===== src/rtl/pwm_decoder.sv =====
// pwm_decoder: measures the high time and period of one PWM input in units of the shared tick.
// Latency: 2 clk synchronizer, then results register on the tick that sees the closing rising edge.
// Backpressure: none; meas_valid is a 1-clk pulse and the consumer must take the outputs when it appears.

module pwm_decoder #(
    parameter int CNT_W   = 16,
    parameter int TIMEOUT = 1024
) (
    input  logic             clk,
    input  logic             rst,
    input  logic             tick,
    input  logic             pwm_in,
    output logic [CNT_W-1:0] high_cnt,
    output logic [CNT_W-1:0] period_cnt,
    output logic [7:0]       duty8,
    output logic             meas_valid,
    output logic             stuck_hi,
    output logic             stuck_lo
);

    typedef enum logic [1:0] {
        ST_IDLE = 2'd0,
        ST_HIGH = 2'd1,
        ST_LOW  = 2'd2
    } state_t;

    localparam logic [CNT_W-1:0] CNT_MAX  = {CNT_W{1'b1}};
    localparam logic [CNT_W-1:0] CNT_ONE  = CNT_W'(1);
    localparam logic [CNT_W-1:0] TMO      = CNT_W'(TIMEOUT);
    localparam logic [CNT_W-1:0] DUTY_MAX = CNT_W'(255);

    // synchronizer and sample-edge state
    logic             sync1_q, sync1_d;
    logic             sync2_q, sync2_d;
    logic [1:0]       warm_q, warm_d;
    logic             prev_q, prev_d;

    // measurement state
    state_t           state_q, state_d;
    logic [CNT_W-1:0] pc_q, pc_d;
    logic [CNT_W-1:0] hc_q, hc_d;

    // registered outputs
    logic [CNT_W-1:0] high_cnt_q, high_cnt_d;
    logic [CNT_W-1:0] period_cnt_q, period_cnt_d;
    logic [7:0]       duty8_q, duty8_d;
    logic             meas_valid_q, meas_valid_d;
    logic             stuck_hi_q, stuck_hi_d;
    logic             stuck_lo_q, stuck_lo_d;

    // combinational helpers
    logic             samp_en;
    logic             s;
    logic             rise;
    logic             fall;
    logic [CNT_W-1:0] pc_inc;
    logic [CNT_W-1:0] hc_inc;
    logic [7:0]       duty_meas;
    logic             tmo_hit;

    // Input path: 2-flop synchronizer and tick-qualified edge detection.
    // warm_q holds sampling off until the synchronizer carries a real sample, so an input
    // that is already high at reset release is never seen as a 0->1 edge.
    always_comb begin
        sync1_d = pwm_in;
        sync2_d = sync1_q;
        warm_d  = {warm_q[0], 1'b1};
        samp_en = tick & warm_q[1];
        s       = sync2_q;
        rise    = samp_en & s & ~prev_q;
        fall    = samp_en & ~s & prev_q;
        prev_d  = samp_en ? s : prev_q;
    end

    // Saturating counter increments, duty code of the running high count, timeout detect.
    always_comb begin
        pc_inc    = (pc_q == CNT_MAX) ? pc_q : pc_q + CNT_ONE;
        hc_inc    = (hc_q == CNT_MAX) ? hc_q : hc_q + CNT_ONE;
        duty_meas = (hc_q > DUTY_MAX) ? 8'hFF : hc_q[7:0];
        tmo_hit   = (pc_inc >= TMO);
    end

    // Measurement FSM: next state, counters and published results; only tick cycles advance it.
    always_comb begin
        state_d      = state_q;
        pc_d         = pc_q;
        hc_d         = hc_q;
        high_cnt_d   = high_cnt_q;
        period_cnt_d = period_cnt_q;
        duty8_d      = duty8_q;
        stuck_hi_d   = stuck_hi_q;
        stuck_lo_d   = stuck_lo_q;
        meas_valid_d = 1'b0;

        if (samp_en) begin
            case (state_q)
                ST_IDLE: begin
                    if (rise) begin
                        // first edge only opens a period; nothing to publish yet
                        pc_d       = CNT_ONE;
                        hc_d       = CNT_ONE;
                        stuck_hi_d = 1'b0;
                        stuck_lo_d = 1'b0;
                        state_d    = ST_HIGH;
                    end else if (pc_q < TMO) begin
                        // pc parks at TMO once reached, so the stuck report happens once
                        pc_d = pc_inc;
                        if (tmo_hit) begin
                            high_cnt_d   = '0;
                            period_cnt_d = '0;
                            stuck_hi_d   = s;
                            stuck_lo_d   = ~s;
                            duty8_d      = s ? 8'hFF : 8'h00;
                            meas_valid_d = 1'b1;
                        end
                    end
                end

                ST_HIGH: begin
                    pc_d = pc_inc;
                    if (s) begin
                        hc_d = hc_inc;
                    end
                    if (fall) begin
                        state_d = ST_LOW;
                    end
                    if (tmo_hit) begin
                        high_cnt_d   = '0;
                        period_cnt_d = '0;
                        stuck_hi_d   = s;
                        stuck_lo_d   = ~s;
                        duty8_d      = s ? 8'hFF : 8'h00;
                        meas_valid_d = 1'b1;
                        pc_d         = TMO;
                        state_d      = ST_IDLE;
                    end
                end

                ST_LOW: begin
                    if (rise) begin
                        // the closing edge wins over a coincident timeout and belongs to the next period
                        high_cnt_d   = hc_q;
                        period_cnt_d = pc_q;
                        duty8_d      = duty_meas;
                        meas_valid_d = 1'b1;
                        pc_d         = CNT_ONE;
                        hc_d         = CNT_ONE;
                        state_d      = ST_HIGH;
                    end else begin
                        pc_d = pc_inc;
                        if (tmo_hit) begin
                            high_cnt_d   = '0;
                            period_cnt_d = '0;
                            stuck_hi_d   = s;
                            stuck_lo_d   = ~s;
                            duty8_d      = s ? 8'hFF : 8'h00;
                            meas_valid_d = 1'b1;
                            pc_d         = TMO;
                            state_d      = ST_IDLE;
                        end
                    end
                end

                default: begin
                    state_d = ST_IDLE;
                end
            endcase
        end
    end

    // State and output registers; reset discards any partial measurement.
    always_ff @(posedge clk or posedge rst) begin
        if (rst) begin
            sync1_q      <= 1'b0;
            sync2_q      <= 1'b0;
            warm_q       <= 2'b00;
            prev_q       <= 1'b1;
            state_q      <= ST_IDLE;
            pc_q         <= '0;
            hc_q         <= '0;
            high_cnt_q   <= '0;
            period_cnt_q <= '0;
            duty8_q      <= 8'h00;
            meas_valid_q <= 1'b0;
            stuck_hi_q   <= 1'b0;
            stuck_lo_q   <= 1'b0;
        end else begin
            sync1_q      <= sync1_d;
            sync2_q      <= sync2_d;
            warm_q       <= warm_d;
            prev_q       <= prev_d;
            state_q      <= state_d;
            pc_q         <= pc_d;
            hc_q         <= hc_d;
            high_cnt_q   <= high_cnt_d;
            period_cnt_q <= period_cnt_d;
            duty8_q      <= duty8_d;
            meas_valid_q <= meas_valid_d;
            stuck_hi_q   <= stuck_hi_d;
            stuck_lo_q   <= stuck_lo_d;
        end
    end

    assign high_cnt   = high_cnt_q;
    assign period_cnt = period_cnt_q;
    assign duty8      = duty8_q;
    assign meas_valid = meas_valid_q;
    assign stuck_hi   = stuck_hi_q;
    assign stuck_lo   = stuck_lo_q;

    // a publish never repeats on the next clk, and the two stuck flags are exclusive
    a_valid_pulse: assert property (@(posedge clk) disable iff (rst) meas_valid_q |=> !meas_valid_q);
    a_stuck_excl:  assert property (@(posedge clk) disable iff (rst) !(stuck_hi_q && stuck_lo_q));

endmodule

===== config.mk =====
export PLATFORM = sky130hd
export DESIGN_NAME = pwm_decoder
export DESIGN_NICKNAME = d
export VERILOG_FILES = /design/src/rtl/pwm_decoder.sv
export SDC_FILE = /design/constraint.sdc
export NUM_CORES = 1
export LEC_CHECK = 0
export ABC_CLOCK_PERIOD_IN_PS = 4380
export BUFFER_PORTS_ARGS = -buffer_cell sky130_fd_sc_hd__clkbuf_2
export CORE_MARGIN = 4
export CORE_UTILIZATION = 35
export CTS_BUF_LIST = sky130_fd_sc_hd__clkbuf_16
export DETAILED_ROUTE_END_ITERATION = 10
export PLACE_DENSITY = 0.56
export SYNTH_ARGS = -nofsm -noshare
export SYNTH_HDL_FRONTEND = slang
export SYNTH_SLANG_ARGS = --single-unit

===== constraint.sdc =====
create_clock -name clk -period 4.38 [get_ports clk]
set_input_delay 0.438 -clock clk [delete_from_list [all_inputs] [get_ports clk]]
set_output_delay 0.438 -clock clk [all_outputs]
set_load 0.02 [all_outputs]

# Word-level counts from Yosys, hierarchy flattened

Index checks and enable logic that the tools add are counted.

Word-level logic and storage cells: 97
Output and inout bits: 43
Memories kept: 0
Latch bits: 0
Input port bits: 4
Register bits after elaboration: 82
Bits in read-only memories: 0
RAM bits: 0

Shift operators: 0
Equality and inequality tests: 14
Magnitude comparators: 3
Div/mod/pow operators: 0
$mul: 0
Bitwise operators: 7
Reduce and logical (&&, ||, !) cells: 9
Mux-type cells: 49
Add/subtract/negate cells: 2

Operator list:

| operator                | number |
|---|---|
| $mux W16                | 16 |
| $pmux W16 S3            | 3 |
| $mux W8                 | 6 |
| $add A16 B1 Y16 const B | 2 |
| $eq A16 B16 Y1 const B  | 2 |
| $pmux W16 S2            | 1 |
| $pmux W8 S3             | 1 |
| $ge A16 B11 Y1 const B  | 1 |
| $gt A16 B8 Y1 const B   | 1 |
| $lt A16 B11 Y1 const B  | 1 |
| $mux W1                 | 13 |
| $ne A2 B2 Y1 const B    | 6 |
| $reduce_and A4 Y1       | 3 |
| $mux W2                 | 5 |
| $ne A3 B3 Y1 const B    | 3 |
| $pmux W1 S3             | 3 |
| $pmux W2 S3             | 1 |
| $and A1 B1 Y1           | 5 |
| $reduce_and A5 Y1       | 1 |
| $reduce_and A3 Y1       | 1 |
| $reduce_bool A3 Y1      | 1 |
| $eq A2 B1 Y1 const B    | 1 |
| $eq A2 B2 Y1 const B    | 1 |
| $logic_not A2 Y1        | 1 |
| other kinds (4)         | 5 |

# Depth between registers and ports, before layout

Depth in word-level cells: 8
Gate-level depth with buffers: 9
Gate-level depth less buffers: 8

# Worst setup path before layout

OpenSTA, ideal clock, no wires.

Kind: register to register
Start point: register pc_q[10]
End point: register duty8_q[0] (netlist: duty8[0])
Period minus slack after synthesis: 2.098 ns
Setup time: 0.087 ns
Data arrival time: 2.011 ns
Data required time: 4.293 ns
Path slack: 2.282 ns
Path buffers: 1
Cell stages (with the launch flop): 7
Cell sequence: dfrtp_1 -> or4_1 -> nor3_1 -> o21ai_1 -> clkbuf_1 -> a311o_4 -> o221ai_2

Word-level cells in the longest chain between the ends: 7
Elaborated cells between the ends (all ways): 12
Those cells by class: add/sub (1); order compare (2); eq/ne (2); mux (6); reduce/logical (1)

RTL lines:

| item                                                     | line | source |
|---|---|---|
| start: declaration                                       | 40   | `logic [CNT_W-1:0] pc_q, pc_d;` |
| start signal: assignment                                 | 193  | `pc_q <= pc_d;` |
| $add A16 B1 Y16 / $eq A16 B16 Y1 (equally long branches) | 77   | `pc_inc = (pc_q == CNT_MAX) ? pc_q : pc_q + CNT_ONE;` |
| $mux W16                                                 | 77   |  |
| $ge A16 B11 Y1                                           | 80   | `tmo_hit = (pc_inc >= TMO);` |
| $mux W8 (3 in a row)                                     | n/a  |  |
| $pmux W8 S3                                              | n/a  |  |
| end signal: assignment                                   | 197  | `duty8_q <= duty8_d;` |
| end: declaration                                         | 46   | `logic [7:0] duty8_q, duty8_d;` |

Several ways; a longest one is shown, not always the timed one. The select of a mux whose other input is x is not followed.
A chain may end at the register's enable or synchronous reset.

# Final worst setup path

Start point: register pc_q[0]
End point: register period_cnt_q[15] (netlist: period_cnt[15])

Word-level cells in the longest chain between the ends: 7
Elaborated cells between the ends (all ways): 12
Those cells by class: add/sub (1); order compare (2); eq/ne (2); mux (6); reduce/logical (1)

RTL lines:

| item                                                     | line | source |
|---|---|---|
| $add A16 B1 Y16 / $eq A16 B16 Y1 (equally long branches) | 77   |  |
| $mux W16                                                 | 77   |  |
| $ge A16 B11 Y1                                           | 80   |  |
| $mux W16 (3 in a row)                                    | n/a  |  |
| $pmux W16 S3                                             | n/a  |  |
| end signal: assignment                                   | 196  | `period_cnt_q <= period_cnt_d;` |
| end: declaration                                         | 45   | `logic [CNT_W-1:0] period_cnt_q, period_cnt_d;` |

Several ways; a longest one is shown, not always the timed one. The select of a mux whose other input is x is not followed.

==> qor.txt <==
Synth cell types = 55
Endpoints failing setup = 0
CP required = 4.65 ns
GRT overflow = 0
Synth Area per Inst = 10.08 sq um
Commonest cells post-synth = dfrtp_1 (81), o21ai_0 (34), nand2_1 (33)
Drt wl/cell = 16.58 microns
IO Pins = 47
WHS = 0.2058 ns
Initial core utilization = 35.75%
Post-layout util = 41.35%
Clock Latency Late Sink = 0.34 ns
Via count = 3346
Skew final = 0.004759 ns
Synth top area share = 49.65%
Vias in the first global route = 3142
Core ar. = 11420 sq um
Leakage power = 2.133 nW
Synth Instances = 405
HPWL Detailed = 6677 microns
CTS Buf Count = 9
Drt pass-1 iters = 5
Tightest Hold Check Type = input port to register
Max cap viols = 0
Height of the die = 116.0 microns
Synth area leaders = dfrtp_1 (50%), a22o_1 (6.9%), o21ai_0 (4.2%), a21oi_1 (3.6%), nand2_1 (3.0%)
Setup CP Type = register to register
Sequential fraction of the synthesis area = 50.29%
Final min period = 2.810 ns
Post-synthesis instance area = 4083 sq um
Yosys warnings = 0
Inserted Diodes = 0
Routed Antenna Nets = 0
Nets = 453
Placer Congestion = 0.8406
Max-slew headroom = 43.98%
Most common cell in the netlist = dfrtp_1
Period utilisation layout = 64.16%
Area growth syn-to-layout = 15.66%
Iter 0 DRT Violations = 309
CTS Root Cell = clkbuf_16
H-tree depth = 3
Max VDD drop = 0.2028 mV
Worst-path clk slew = 0.06 ns
Pin count of the biggest net entering global routing = 50
Layout cells sized above 1 = 20.98%
CP Max Fanout = 32
Pwr/cell area = 507.2 nW/um^2
Setup TNS = 0 ns
# rows = 39
All-layer global routing usage = 15.48%
Critical Path Sink Type = register
Die width = 116.0 microns
DRT Wirelength = 9799 microns
Ys flop type = dfrtp_1
Worst reg-to-reg setup slack = 1.57 ns
Cts repair resizes = 0
Synth area leader = dfrtp_1
Final Max Slew Viols = 0
Die area = 13460 sq um
FFs w/ async S/R, synth = 100.0%
CTS Sinks = 82
Post-synth net total = 415
RSZ-0062 raised after global routing = false
# DRC = 0
Arr. time, crit path = 3.08 ns
Via/cell ratio = 5.662
Port Buffers = 46
CTS tree = built
Critical Path Start Type = register
Actual slew at the worst max-slew pin = 0.8348 ns
Number of synthesized register bits = 82
Bufs on Longest Clock Path = 2
Number of synthesized flops with an enable pin = 0
Initial antenna violation count = 0
Post-CTS setup buffer count = 0
Final hold viol count = 0
Global-route wire length before repair = 16690 microns
Post-CTS Hold Fix Bufs = 0
Outcome = completed
F_max = 355.8 MHz
==> worst max-delay path, cell delays in order, from the launching register on <==
cell     delay [ns]
dfrtp_1        0.43
ha_1           0.29
nand2_1        0.23
nor2_1         0.15
nand2_1        0.30
and4_4         0.43
a31o_2         0.64
a22o_1         0.23
==> state kept, by name (all words and copies together), names as in the netlist <==
register and cells:
warm_q 2, duty8 8, pc_q 16, stuck_hi 1, high_cnt 16, hc_q 16
s 1, state_q 2, prev_q 1, sync1_q 1, period_cnt 16, stuck_lo 1
meas_valid 1
==> kinds of logic (layout without fill, tap and decap cells) <==
group	Yosys count	in the layout	synth area share [%]
mux	4	4	1.011
simple gates	142	142	18.91
flops	82	82	50.29
xor+xnor	3	3	0.6437
buf+inv	34	77	3.524
other cells	1	1	0.09185
fa+ha+maj	6	6	1.839
compound gates	133	133	23.69
==> through the flow <==
stage               power (W)  instances  cell area (sq um)  setup WS, ns
floorplan            0.001458        405               4083         1.835
global placement     0.001650        575               4427         1.564
detailed placement   0.001656        575               4427         1.450
CTS                  0.002415        591               4722         1.540
global route         0.002549        591               4722         1.339
finish               0.002395        591               4722         1.570
==> power by group <==
| group | total [W] | switching [W] | internal, W |
|---|---|---|---|
| Clock | 0.000746 | 0.000306 | 0.000440 |
| Combinational | 0.000696 | 0.000449 | 0.000247 |
| Sequential | 0.000953 | 0.000113 | 0.000841 |
==> area by class of cell <==
type	count	area, sq um
Tap cell	143	178.9
Fill cell	1121	6696
Timing Repair Buffer	51	267.8
Inverter	10	38.79
Clock buffer	9	225.2
Sequential cell	82	2053
Multi-Input combinational cell	289	1888
Clock inverter	7	70.07
==> layout by cell type (no fill, tap or decap), types with 4 or more instances in the layout <==
cell type,Yosys,routed
clkinv_2,0,4
nand4_1,15,15
buf_4,0,5
clkbuf_16,0,9
a22o_1,32,32
a21oi_1,29,29
o211ai_1,5,5
nor2_1,30,29
and2_1,7,7
a31oi_1,7,7
o221ai_2,8,8
nand3_1,17,17
ha_1,6,6
or3_1,5,5
dfrtp_1,81,81
nand2_1,33,33
o21ai_0,34,34
inv_1,10,9
clkbuf_2,0,46
and3_1,6,6
==> path summary, 6_finish.rpt <==
check	from	endpoint	depth (start not counted)
max in group asynchronous	rst	prev_q	3
min in group asynchronous	rst	high_cnt[15]	2
min	pwm_in	sync1_q	1
max	pc_q[0]	period_cnt[15]	7
max reg2reg	pc_q[0]	period_cnt[15]	7
min reg2reg	warm_q[0]	warm_q[1]	0
==> per-layer routing <==
layer | wire [microns] | global-route usage [%] | share of wire (%) | vias to the layer above
met3 | 492 | 2.089 | 5.0 | 14
met5 | 0 | 0 | 0 | -
met4 | 177 | 5.800 | 1.8 | 0
met2 | 4217 | 21.86 | 43 | 100
met1 | 4912 | 23.94 | 50 | 1633
li1 | - | - | - | 1599
Note: power is estimated with default switching activity, not from simulation.
